`src/rtl/pe_pkg.sv`:
```
// rtl/pe_pkg.sv - shared widths, width helper and accumulator state type for the PE pipeline
package pe_pkg;

  localparam int W_X = 8;
  localparam int W_K = 8;
  localparam int C   = 16;

  // Lane-sum width out of a C-lane multiply-reduce tree.
  function automatic int w_y(input int c, input int wx, input int wk);
    return wx + wk + $clog2(c);
  endfunction

  localparam int W_Y = w_y(C, W_X, W_K);

  typedef enum logic {
    IDLE = 1'b0,
    ACC  = 1'b1
  } acc_state_t;

endpackage

```
`src/rtl/pe_sat.sv`:
```
// rtl/pe_sat.sv - arithmetic shift, optional ReLU and signed saturation of a dot product
// Optional feature macro: PE_ACCUM_RELU_EN (negative results forced to zero before clipping).
module pe_sat #(
  parameter int W_A   = 32,
  parameter int W_OUT = 8
) (
  input  logic [W_A-1:0]   sum_i,
  input  logic [5:0]       shift_i,
  output logic [W_OUT-1:0] data_o,
  output logic             ovf_o
);

  localparam logic signed [W_A-1:0] SAT_MAX = {{(W_A-W_OUT+1){1'b0}}, {(W_OUT-1){1'b1}}};
  localparam logic signed [W_A-1:0] SAT_MIN = {{(W_A-W_OUT+1){1'b1}}, {(W_OUT-1){1'b0}}};

  logic signed [W_A-1:0] shifted;
  logic signed [W_A-1:0] r;

  always_comb begin
    // Shifts at or beyond W_A collapse to the sign, which is the floor result.
    shifted = $signed(sum_i) >>> shift_i;
    r       = shifted;
`ifdef PE_ACCUM_RELU_EN
    if (shifted[W_A-1]) begin
      r = '0;
    end
`endif
    data_o = r[W_OUT-1:0];
    ovf_o  = 1'b0;
    if (r > SAT_MAX) begin
      data_o = SAT_MAX[W_OUT-1:0];
      ovf_o  = 1'b1;
    end else if (r < SAT_MIN) begin
      data_o = SAT_MIN[W_OUT-1:0];
      ovf_o  = 1'b1;
    end
  end

endmodule

```
`src/rtl/pe_accum.sv`:
```
// rtl/pe_accum.sv - accumulates cfg_len lane sums into one saturated dot product on a valid/ready output
// Optional feature macro: PE_ACCUM_RELU_EN (ReLU inside pe_sat).
module pe_accum
  import pe_pkg::*;
#(
  parameter int W_Y   = pe_pkg::W_Y,
  parameter int W_A   = 32,
  parameter int W_OUT = 8,
  parameter int N_MAX = 256,
  parameter int W_N   = $clog2(N_MAX + 1)
) (
  input  logic             clk,
  input  logic             rst,
  input  logic [W_N-1:0]   cfg_len,
  input  logic [5:0]       cfg_shift,
  input  logic             s_valid,
  output logic             s_ready,
  input  logic [W_Y-1:0]   s_y,
  output logic             m_valid,
  input  logic             m_ready,
  output logic [W_OUT-1:0] m_data,
  output logic             m_ovf
);

  if (W_A < W_Y + $clog2(N_MAX)) begin : g_w_a_check
    $error("pe_accum: W_A too narrow for W_Y and N_MAX");
  end

  acc_state_t       state_q, state_d;
  logic [W_N-1:0]   cnt_q, cnt_d;
  logic [W_N-1:0]   len_q, len_d;
  logic [5:0]       shift_q, shift_d;
  logic [W_A-1:0]   acc_q, acc_d;
  logic             m_valid_q, m_valid_d;
  logic [W_OUT-1:0] m_data_q, m_data_d;
  logic             m_ovf_q, m_ovf_d;

  logic [W_N-1:0]   len_clamped;
  logic [W_N-1:0]   eff_len;
  logic [5:0]       eff_shift;
  logic [W_N-1:0]   cnt_inc;
  logic [W_A-1:0]   y_ext;
  logic [W_A-1:0]   acc_sum;
  logic             beat;
  logic             finish;
  logic [W_OUT-1:0] sat_data;
  logic             sat_ovf;

  assign s_ready = !m_valid_q || m_ready;
  assign beat    = s_valid && s_ready;
  assign y_ext   = {{(W_A-W_Y){s_y[W_Y-1]}}, s_y};

  always_comb begin
    len_clamped = cfg_len;
    if (cfg_len == '0) begin
      len_clamped = W_N'(1);
    end else if (cfg_len > W_N'(N_MAX)) begin
      len_clamped = W_N'(N_MAX);
    end
  end

  // An IDLE beat starts a new product from the live cfg_* values; ACC uses the latched ones.
  always_comb begin
    if (state_q == IDLE) begin
      acc_sum   = y_ext;
      cnt_inc   = W_N'(1);
      eff_len   = len_clamped;
      eff_shift = cfg_shift;
    end else begin
      acc_sum   = acc_q + y_ext;
      cnt_inc   = cnt_q + W_N'(1);
      eff_len   = len_q;
      eff_shift = shift_q;
    end
    finish = beat && (cnt_inc == eff_len);
  end

  always_comb begin
    state_d = state_q;
    cnt_d   = cnt_q;
    len_d   = len_q;
    shift_d = shift_q;
    acc_d   = acc_q;
    if (beat) begin
      acc_d   = acc_sum;
      len_d   = eff_len;
      shift_d = eff_shift;
      if (finish) begin
        cnt_d   = '0;
        state_d = IDLE;
      end else begin
        cnt_d   = cnt_inc;
        state_d = ACC;
      end
    end
  end

  pe_sat #(
    .W_A   (W_A),
    .W_OUT (W_OUT)
  ) u_sat (
    .sum_i   (acc_sum),
    .shift_i (eff_shift),
    .data_o  (sat_data),
    .ovf_o   (sat_ovf)
  );

  // A finish can only coincide with a pending result when m_ready drains it this edge.
  always_comb begin
    m_valid_d = m_valid_q && !m_ready;
    m_data_d  = m_data_q;
    m_ovf_d   = m_ovf_q;
    if (finish) begin
      m_valid_d = 1'b1;
      m_data_d  = sat_data;
      m_ovf_d   = sat_ovf;
    end
  end

  always_ff @(posedge clk) begin
    if (rst) begin
      state_q   <= IDLE;
      cnt_q     <= '0;
      len_q     <= W_N'(1);
      shift_q   <= '0;
      acc_q     <= '0;
      m_valid_q <= 1'b0;
      m_data_q  <= '0;
      m_ovf_q   <= 1'b0;
    end else begin
      state_q   <= state_d;
      cnt_q     <= cnt_d;
      len_q     <= len_d;
      shift_q   <= shift_d;
      acc_q     <= acc_d;
      m_valid_q <= m_valid_d;
      m_data_q  <= m_data_d;
      m_ovf_q   <= m_ovf_d;
    end
  end

  assign m_valid = m_valid_q;
  assign m_data  = m_data_q;
  assign m_ovf   = m_ovf_q;

endmodule

```
`config.mk`:
```
export PLATFORM = sky130hd
export DESIGN_NAME = pe_accum
export DESIGN_NICKNAME = d
export VERILOG_FILES = /design/src/rtl/pe_pkg.sv /design/src/rtl/pe_sat.sv /design/src/rtl/pe_accum.sv
export SDC_FILE = /design/constraint.sdc
export NUM_CORES = 1
export LEC_CHECK = 0
export CORE_AREA = 2 2 183 185
export DETAILED_ROUTE_END_ITERATION = 12
export DIE_AREA = 0 0 185 187
export DONT_BUFFER_PORTS = 1
export GPL_TIMING_DRIVEN = 0
export HOLD_SLACK_MARGIN = 0.06
export SYNTH_ARGS = -nofsm -noshare
export SYNTH_HDL_FRONTEND = slang
export SYNTH_SLANG_ARGS = --single-unit
export TNS_END_PERCENT = 100
```
`constraint.sdc`:
```
create_clock -name clk -period 7.6 [get_ports clk]
set_input_delay 1.14 -clock clk [delete_from_list [all_inputs] [get_ports clk]]
set_output_delay 1.14 -clock clk [all_outputs]
set_load 0.02 [all_outputs]
```
==> Word-level counts from Yosys, hierarchy flattened <==
Index checks and enable logic that the tools add are counted.
{ "word_totals": {"elab_cells": 35, "register_bits": 67} }
{ "classes": {"eq_ne": 1, "order_cmp": 3, "n_shift": 1, "n_addsub": 2, "n_mux": 13, "reduce_logical": 7} }
{ "ops": {"columns": ["cell", "n"], "rows": [
  ["two-way mux 9 bit", 5],
  ["adder 32 bit", 1],
  ["greater-than comparator 32 x 8 -> 1 bit, second input constant", 1],
  ["< comparator 32 x 8 -> 1 bit, second input constant", 1],
  ["two-way mux 32 bit", 1],
  [">>> shifter 32 x 6 -> 32 bit", 1],
  ["two-way mux 8 bit", 2],
  ["adder 9 x 1 -> 9 bit, second input constant", 1],
  ["equality test 9 bit", 1],
  ["greater-than comparator 9 bit, second input constant", 1],
  ["logical NOT 9 bit", 1],
  ["two-way mux 6 bit", 1],
  ["two-way mux 1 bit", 4],
  ["logical AND 1 bit", 3],
  ["logical NOT 1 bit", 2],
  ["logical OR 1 bit", 1]
]} }

==> Logic depth before layout (Yosys ltp) <==
Gate-level depths: netlist of the first run.
{ "depth": {"word_depth": 7, "mapped_depth": 18, "mapped_depth_nobuf": 16} }

==> By module <==
Synthesis of the first run repeated with hierarchy kept, for this count alone.
{ "unflattened": {"hier_cells": 923, "area_unflattened_um2": 7398.3} }
{ "by_module_without_submodules": {"columns": ["module", "area_per_inst_um2", "cells_each", "instances"], "rows": [
  ["pe_accum", 4869.7, 623, 1],
  ["pe_sat", 2528.7, 300, 1]
]} }

==> Worst setup path after synthesis of the first run <==
Ideal clock, no wire load.
{ "synth_path": {"path_type": "input-to-reg", "from": "in s_y[0]", "to": "reg m_data_q[6] (netlist: m_data[6])", "setup_time_ns": 0.129, "n_path_buf": 0, "path_stages": 16, "arrival_ns": 4.714, "slack_ns": 2.757, "path_cell_list": "ha_1 > fa_1 > a211oi_2 > o21ai_2 > a22oi_1 > nor2_1 > or3_4 > a311oi_4 > nor3_1 > a221oi_2 > nand2_1 > or4b_1 > o31ai_1 > o2111ai_1 > nand2_2 > o211ai_1"} }
{ "synth_between": {"elab_chain_cells": 6} }
{ "synth_lines": {"columns": ["element", "line_no", "source"], "rows": [
  ["from (decl)", "pe_accum.sv:18", "input logic [W_Y-1:0] s_y,"],
  ["adder 32 bit", "pe_accum.sv:70", "acc_sum = acc_q + y_ext;"],
  ["two-way mux 32 bit *", "pe_accum.sv:64", "if (state_q == IDLE) begin"],
  [">>> shifter 32 x 6 -> 32 bit *", "pe_sat.sv:21", "shifted = $signed(sum_i) >>> shift_i;"],
  ["< comparator 32 x 8 -> 1 bit", "pe_sat.sv:33", "end else if (r < SAT_MIN) begin"],
  ["two-way mux 8 bit", "pe_sat.sv:33", null],
  ["two-way mux 8 bit *", "pe_sat.sv:30", "if (r > SAT_MAX) begin"],
  ["to (signal assigned)", "pe_accum.sv:137", "m_data_q <= m_data_d;"],
  ["to (decl)", "pe_accum.sv:35", "logic [W_OUT-1:0] m_data_q, m_data_d;"]
]} }
Mark *: on every way between the ends. The rest lies on a longest branch, timed or not.
A chain may end at the register's enable or synchronous reset.

==> Final worst setup path of the first run <==
{ "layout_path": {"from": "in s_y[6]", "to": "reg m_data_q[6] (netlist: m_data[6])"} }
Same word-level chain as after synthesis.

==> qor.yml, run 1 <==
outcome: "complete, no violations"
grt_start_max_net_pins: 17
wl_mm: 33.49
max_slew_margin_pct: 38.88
worst_pin_slew_ps: 916.8
switching_share_pct: 46.97
cts_tree: "built"
final.setup.tns_ps: 0
via_per_inst: 5.832
wl_per_cell_um: 21.02
fill_cells: 3659
area_growth_syn_to_layout_pct: 10.66
start_util_pct: 24.62
syn_area_per_cell_um2: 7.166
max-vdd-ir-drop_mv: 0.1121
ys.flop_type: "dfxtp_1"
setup_viol: 0
synth_seq_cells: 67
drt_pre_antenna_iters: 6
clock_power_share_pct: 25.8
start_kind: "input pin"
path_class: "in -> reg"
ant_nets: 0
comb_power_share_pct: 50.5
die_y_um: 187
dp_hpwl_mm: 26.53
synth_edf_count: 0
cts_sinks: 67
drv_slew: 0
grt-ovfl-total: 0
syn_inst: 1129
fin_ws_ps: 1995
cts_max_level: 3
grt_pass1_wl_mm: 51.06
p_per_area_nw_per_um2: 188.1
ctsHoldBuffers: 0
place_worst_setup_slack_ps: 1871
min_period_ps: 5605
io_pins: 50
antenna_found_initial: 0
route.detailed.drc: 0
min_period_over_period_pct: 73.75
yosysSeqAreaShare_pct: 16.58
yosysUniqueCellTypes: 100
cp_max_fo: 7
diodes: 0
synth-async-reset-ratio_pct: 0
rsz0062_at_grt: "no"
drive_above_1_share_pct: 8.996
cts-root-buf: "clkbuf_16"
io_buffers: 0
end_kind: "flip-flop"
skew_ps: 12.10
postCtsSetupRepairBufs: 0
hp-class: "reg -> reg"
grt_pass1_vias: 8791
grt_usage_pct: 19.02
syn_area_um2: 8090
die_w_um: 185
cp.required_ps: 7820
synth_nets: 1201
power.leakage_uw: 0.003170
insertion_delay_ps: 360
vias: 9291
cts_buffers: 9
gp_congestion: 0.9677
drv_cap: 0
power_switching_uw: 791.0
clk_pin_slew_worst_paths_ps: 60
layout_common_cells: "nand2_1, nor2_1, a21oi_1"
drt_iter0_markers: 1092
timing.fmax_mhz: 178.4
layout_commonest_cell: "nand2_1"
fp.dieArea_um2: 34600
seqPwrFrac_pct: 23.7
fp.coreArea_um2: 32860
cp.arrival_ps: 5830
cts-resized-gates: 0
cellInternalPower_uw: 893.1
yosys_warnings: 0
cts_buffer_depth: 2
rows: 67
finalHoldViolCount: 0
final_nets: 1212
state kept, by name (all words and copies together) (netlist names):
register  count
m_ovf         1
acc_q        32
shift_q       6
len_q         9
m_data        8
cnt_q         9
state_q       1
m_valid       1
synth_stat cells, types with 11 or more instances:
cell type / number / area (um^2)
a211oi_1: 46 / 345.3
xnor2_1: 23 / 201.4
nand2_1: 134 / 503.0
nand4_1: 21 / 131.4
buf_2: 17 / 85.08
a21o_1: 17 / 127.6
a21oi_1: 94 / 470.5
mux2i_1: 40 / 400.4
nor2_1: 124 / 465.5
nor3_1: 35 / 175.2
o21a_1: 16 / 120.1
and3_1: 15 / 93.84
o22ai_1: 13 / 81.33
dfxtp_1: 67 / 1341
ha_1: 32 / 400.4
o211ai_1: 19 / 142.6
o21ai_0: 41 / 205.2
o21ai_1: 18 / 90.09
clkbuf_1: 53 / 198.9
or3_1: 13 / 81.33
mux2_2: 11 / 123.9
nand3_1: 31 / 155.2
per-layer routing:
| metal | part of all wire (%) | up-vias | GRT usage, % |
|---|---|---|---|
| li1 | - | 4332 | - |
| met1 | 42 | 4364 | 24.27 |
| met2 | 45 | 498 | 30.48 |
| met3 | 9.1 | 97 | 4.770 |
| met4 | 4.3 | 0 | 7.631 |
| met5 | 0 | - | 0 |
worst max-delay path, cell delays in order:
cell	delay [ps]
ha_1	350
a21oi_1	300
o211ai_2	190
a21oi_1	750
o21ai_2	270
nor3b_1	230
nor4_2	360
a311oi_1	100
a211oi_1	510
mux2i_1	260
or4b_1	560
o31ai_1	300
o2111ai_1	220
nand2_2	180
o211ai_1	100
stage by stage:
step,cells,cell area [um^2],hold slack [ps],util [%],total power [uW]
2_1_floorplan,1129,8090,436.4,-,994.5
3_3_place_gp,1577,8651,452.1,26.33,1226
3_5_place_dp,1577,8651,453.0,26.33,1224
4_1_cts,1593,8952,461.7,27.24,1660
5_1_grt,1593,8952,486.4,27.24,1765
6_report,1593,8952,458.5,27.24,1684
logic make-up after synthesis:
group	share of synthesized area, %
flip-flops	16.58
XOR/XNOR	3.774
multiplexers	7.037
AND/OR/NAND/NOR	27.28
adder cells (fa/ha/maj)	5.196
buffers and inverters	4.624
AO/OA/AOI/OAI	35.51
layout make-up:
type / instances / area (um^2) / area share [%]
clock buffer: 9 / 225.2 / 2.516
clock inverter: 7 / 76.32 / 0.8526
buffer: 82 / 347.8 / 3.885
multi-input combinational: 973 / 6375 / 71.21
inverter: 7 / 26.28 / 0.2935
sequential: 67 / 1341 / 14.98
tap: 448 / 560.5 / 6.261
power groups by stage:
stage               Sequential [uW]  Combinational [uW]  Clock, uW
global route                    401                 911        453
finish                          399                 850        435
global placement                406                 820          0
detailed placement              407                 818          0
CTS                             398                 823        439
floorplan                       398                 596          0
path summary, 6_finish.rpt:
path	startpoint	end	slack (ps)	cells after the start
worst min-delay path	len_q[5]$_SDFFE_PP0P_	len_q[5]$_SDFFE_PP0P_	460	2
worst min register to register	len_q[5]$_SDFFE_PP0P_	len_q[5]$_SDFFE_PP0P_	460	2
worst max register to register	acc_q[6]$_SDFFE_PP0P_	m_data[6]$_SDFFE_PP0P_	2460	15
worst max-delay path	s_y[6]	m_data[6]$_SDFFE_PP0P_	1990	15
Power figures use the tool's default switching activity.
==> run 2, diff against run 1 <==
clock period = 5.42 ns   (was 7.6 ns; I/O delays follow)
==> run 2 against run 1 <==
  * Combinational power increased by 40%
  * Count of clock-buffer cells in the layout is the same
  * Cell count is the same
  * Sequential cell count stayed put
  * Utilization is essentially flat
  * Sequential share of layout area about the same
  * Non-clock buffer count unchanged
  * Critical path depth increased by 1
  * Via count about the same
  * Register-to-register slack got worse by 2100 ps
  * Critical path type unchanged
  * Critical endpoint unchanged
==> qor.yml, run 2 (synthesis results as in run 1) <==
via_per_inst: 5.838  # was 5.832
grt_use_met1_pct: 24.27  # unchanged
met2_usage_pct: 30.48  # unchanged
dp_hpwl_mm: 26.53  # unchanged
grt-ovfl-total: 0  # unchanged
clock_power_share_pct: 25.7  # was 25.8%
route.detailed.drc: 0  # unchanged
layout_common_cells: "nand2_1, nor2_1, a21oi_1"  # unchanged
die_y_um: 187  # unchanged
min_period_over_period_pct: 94.46
diodes: 0  # unchanged
cts_tree: "built"  # unchanged
rsz0062_at_grt: "no"  # unchanged
grt_usage_pct: 19.02  # unchanged
switching_share_pct: 46.92  # was 46.97%
comb_power_share_pct: 50.6  # was 50.5%
reg_top3: "acc_q (32), cnt_q (9), len_q (9)"  # unchanged
drive_above_1_share_pct: 9.083  # was 8.996%
registers.top_by_ff_count: "acc_q"  # unchanged
io_buffers: 0  # unchanged
layout_commonest_cell: "nand2_1"  # unchanged
outcome: "complete, no violations"  # unchanged
timing.fmax_mhz: 195.3
start_util_pct: 24.62  # unchanged
grt_pass1_vias: 8791  # unchanged
cts_buffer_depth: 2  # unchanged
largest_register_ffs: 32  # unchanged
cts_sinks: 67  # unchanged
cp.arrival_ps: 5340  # was 5830 ps
skew_ps: 11.73  # was 12.10 ps
setup_viol: 0  # unchanged
whs_ps: 459.5  # was 458.5 ps
drt_pre_antenna_iters: 6  # unchanged
cts-root-buf: "clkbuf_16"  # unchanged
fp.coreArea_um2: 32860  # unchanged
fp.dieArea_um2: 34600  # unchanged
io_pins: 50  # unchanged
grt_start_max_net_pins: 17  # unchanged
p_per_area_nw_per_um2: 263.5  # was 188.1 nW/um^2
end_kind: "flip-flop"  # unchanged
gr-max-usage-layer: "met2"  # unchanged
path_class: "in -> reg"  # unchanged
rows: 67  # unchanged
area_growth_syn_to_layout_pct: 10.70  # was 10.66%
drt_iter0_markers: 1016  # was 1,092
worst_pin_slew_ps: 886.7  # was 916.8 ps
place_worst_setup_slack_ps: 17.99  # was 1871 ps
final_nets: 1212  # unchanged
cellInternalPower_uw: 1253  # was 893.1 uW
seqPwrFrac_pct: 23.7  # about the same
postLayoutCellArea_um2: 8956  # was 8952 um^2
finalHoldViolCount: 0  # unchanged
grt_util_met3_pct: 4.770  # unchanged
wl_mm: 33.49  # about the same
postCtsSetupRepairBufs: 0  # unchanged
insertion_delay_ps: 360  # about the same
antenna_found_initial: 0  # unchanged
fin_ws_ps: 300.1  # was 1995 ps
drv_cap: 0  # unchanged
ctsHoldBuffers: 0  # unchanged
cp_max_fo: 7  # unchanged
cts_buffers: 9  # unchanged
drv_slew: 0  # unchanged
clk_pin_slew_worst_paths_ps: 60  # about the same
cts_max_level: 3  # unchanged
wl_per_cell_um: 21.02  # about the same
placed_area_um2: 8651  # unchanged
power.leakage_uw: 0.003171  # was 0.003170 uW
hp-class: "reg -> reg"  # unchanged
ant_nets: 0  # unchanged
cp.required_ps: 5640  # was 7820 ps
grt_pass1_wl_mm: 51.06  # unchanged
power_uw: 2360  # was 1684 uW
vias: 9300  # was 9,291
gp_congestion: 0.9677  # unchanged
max_slew_margin_pct: 40.89  # was 38.88%
die_w_um: 185  # unchanged
power_switching_uw: 1107  # was 791.0 uW
start_kind: "input pin"  # unchanged
min_period_ps: 5120
max-vdd-ir-drop_mv: 0.1573  # was 0.1121 mV
[run 2: cell types whose count changed in the layout (fill, tap and decap cells not counted)]
cell	delta
a21oi_1	-1
a21oi_2	+1
[run 2: layout make-up]
cell class / instances / area [um^2]
Buffer: 82 / 347.8
Clock buffer: 9 / 225.2
Clock inverter: 7 / 76.32
Fill cell: 3659 / 23910
Inverter: 7 / 26.28
Multi-Input combinational cell: 973 / 6379
Sequential cell: 67 / 1341
Tap cell: 448 / 560.5
[run 2: power groups by stage]
| stage | logic (uW) | clock network, uW | registers (uW) |
|---|---|---|---|
| after global placement | 1150 | 0 | 569 |
| after global routing | 1280 | 636 | 562 |
| final | 1190 | 608 | 559 |
| after CTS | 1150 | 616 | 559 |
| after floorplan | 836 | 0 | 559 |
| after detailed placement | 1150 | 0 | 570 |
[run 2: metrics by stage]
step	instances	TNS, ps	util [%]
CTS	1593	0	27.24
detailed placement	1577	0	26.33
global placement	1577	-581.2	26.33
finish	1593	0	27.25
floorplan	1129	0	-
global route	1593	0	27.25
[run 2: final timing paths]
check / cells after the start / slack [ps] / to / from
max: 16 / 300 / m_data[6]$_SDFFE_PP0P_ / s_y[0]
min: 2 / 460 / len_q[5]$_SDFFE_PP0P_ / len_q[5]$_SDFFE_PP0P_
max reg2reg: 14 / 320 / m_data[1]$_SDFFE_PP0P_ / state_q$_SDFFE_PP0P_
min reg2reg: 2 / 460 / len_q[5]$_SDFFE_PP0P_ / len_q[5]$_SDFFE_PP0P_
[run 2: timing repair]
action | CTS | global route
setup endpoints to repair | 0 | 3
hold endpoints to repair | 0 | 0
resized for setup | 0 | 1
[run 2: critical path, stage by stage]
cell	delay, ps
ha_1	220
fa_1	450
a211oi_2	320
o21ai_2	160
a211oi_2	390
or4_1	170
nand4_1	210
nor4_2	350
a311oi_1	110
a211oi_1	510
mux2i_1	270
or4b_1	560
o31ai_1	290
o2111ai_1	210
nand2_2	180
o211ai_1	100
[run 2: layer usage]
metal / vias up / part of all wire [%]
met5: - / 0
met4: 0 / 4.0
met3: 87 / 9.6
met2: 498 / 45
met1: 4376 / 41
li1: 4339 / -
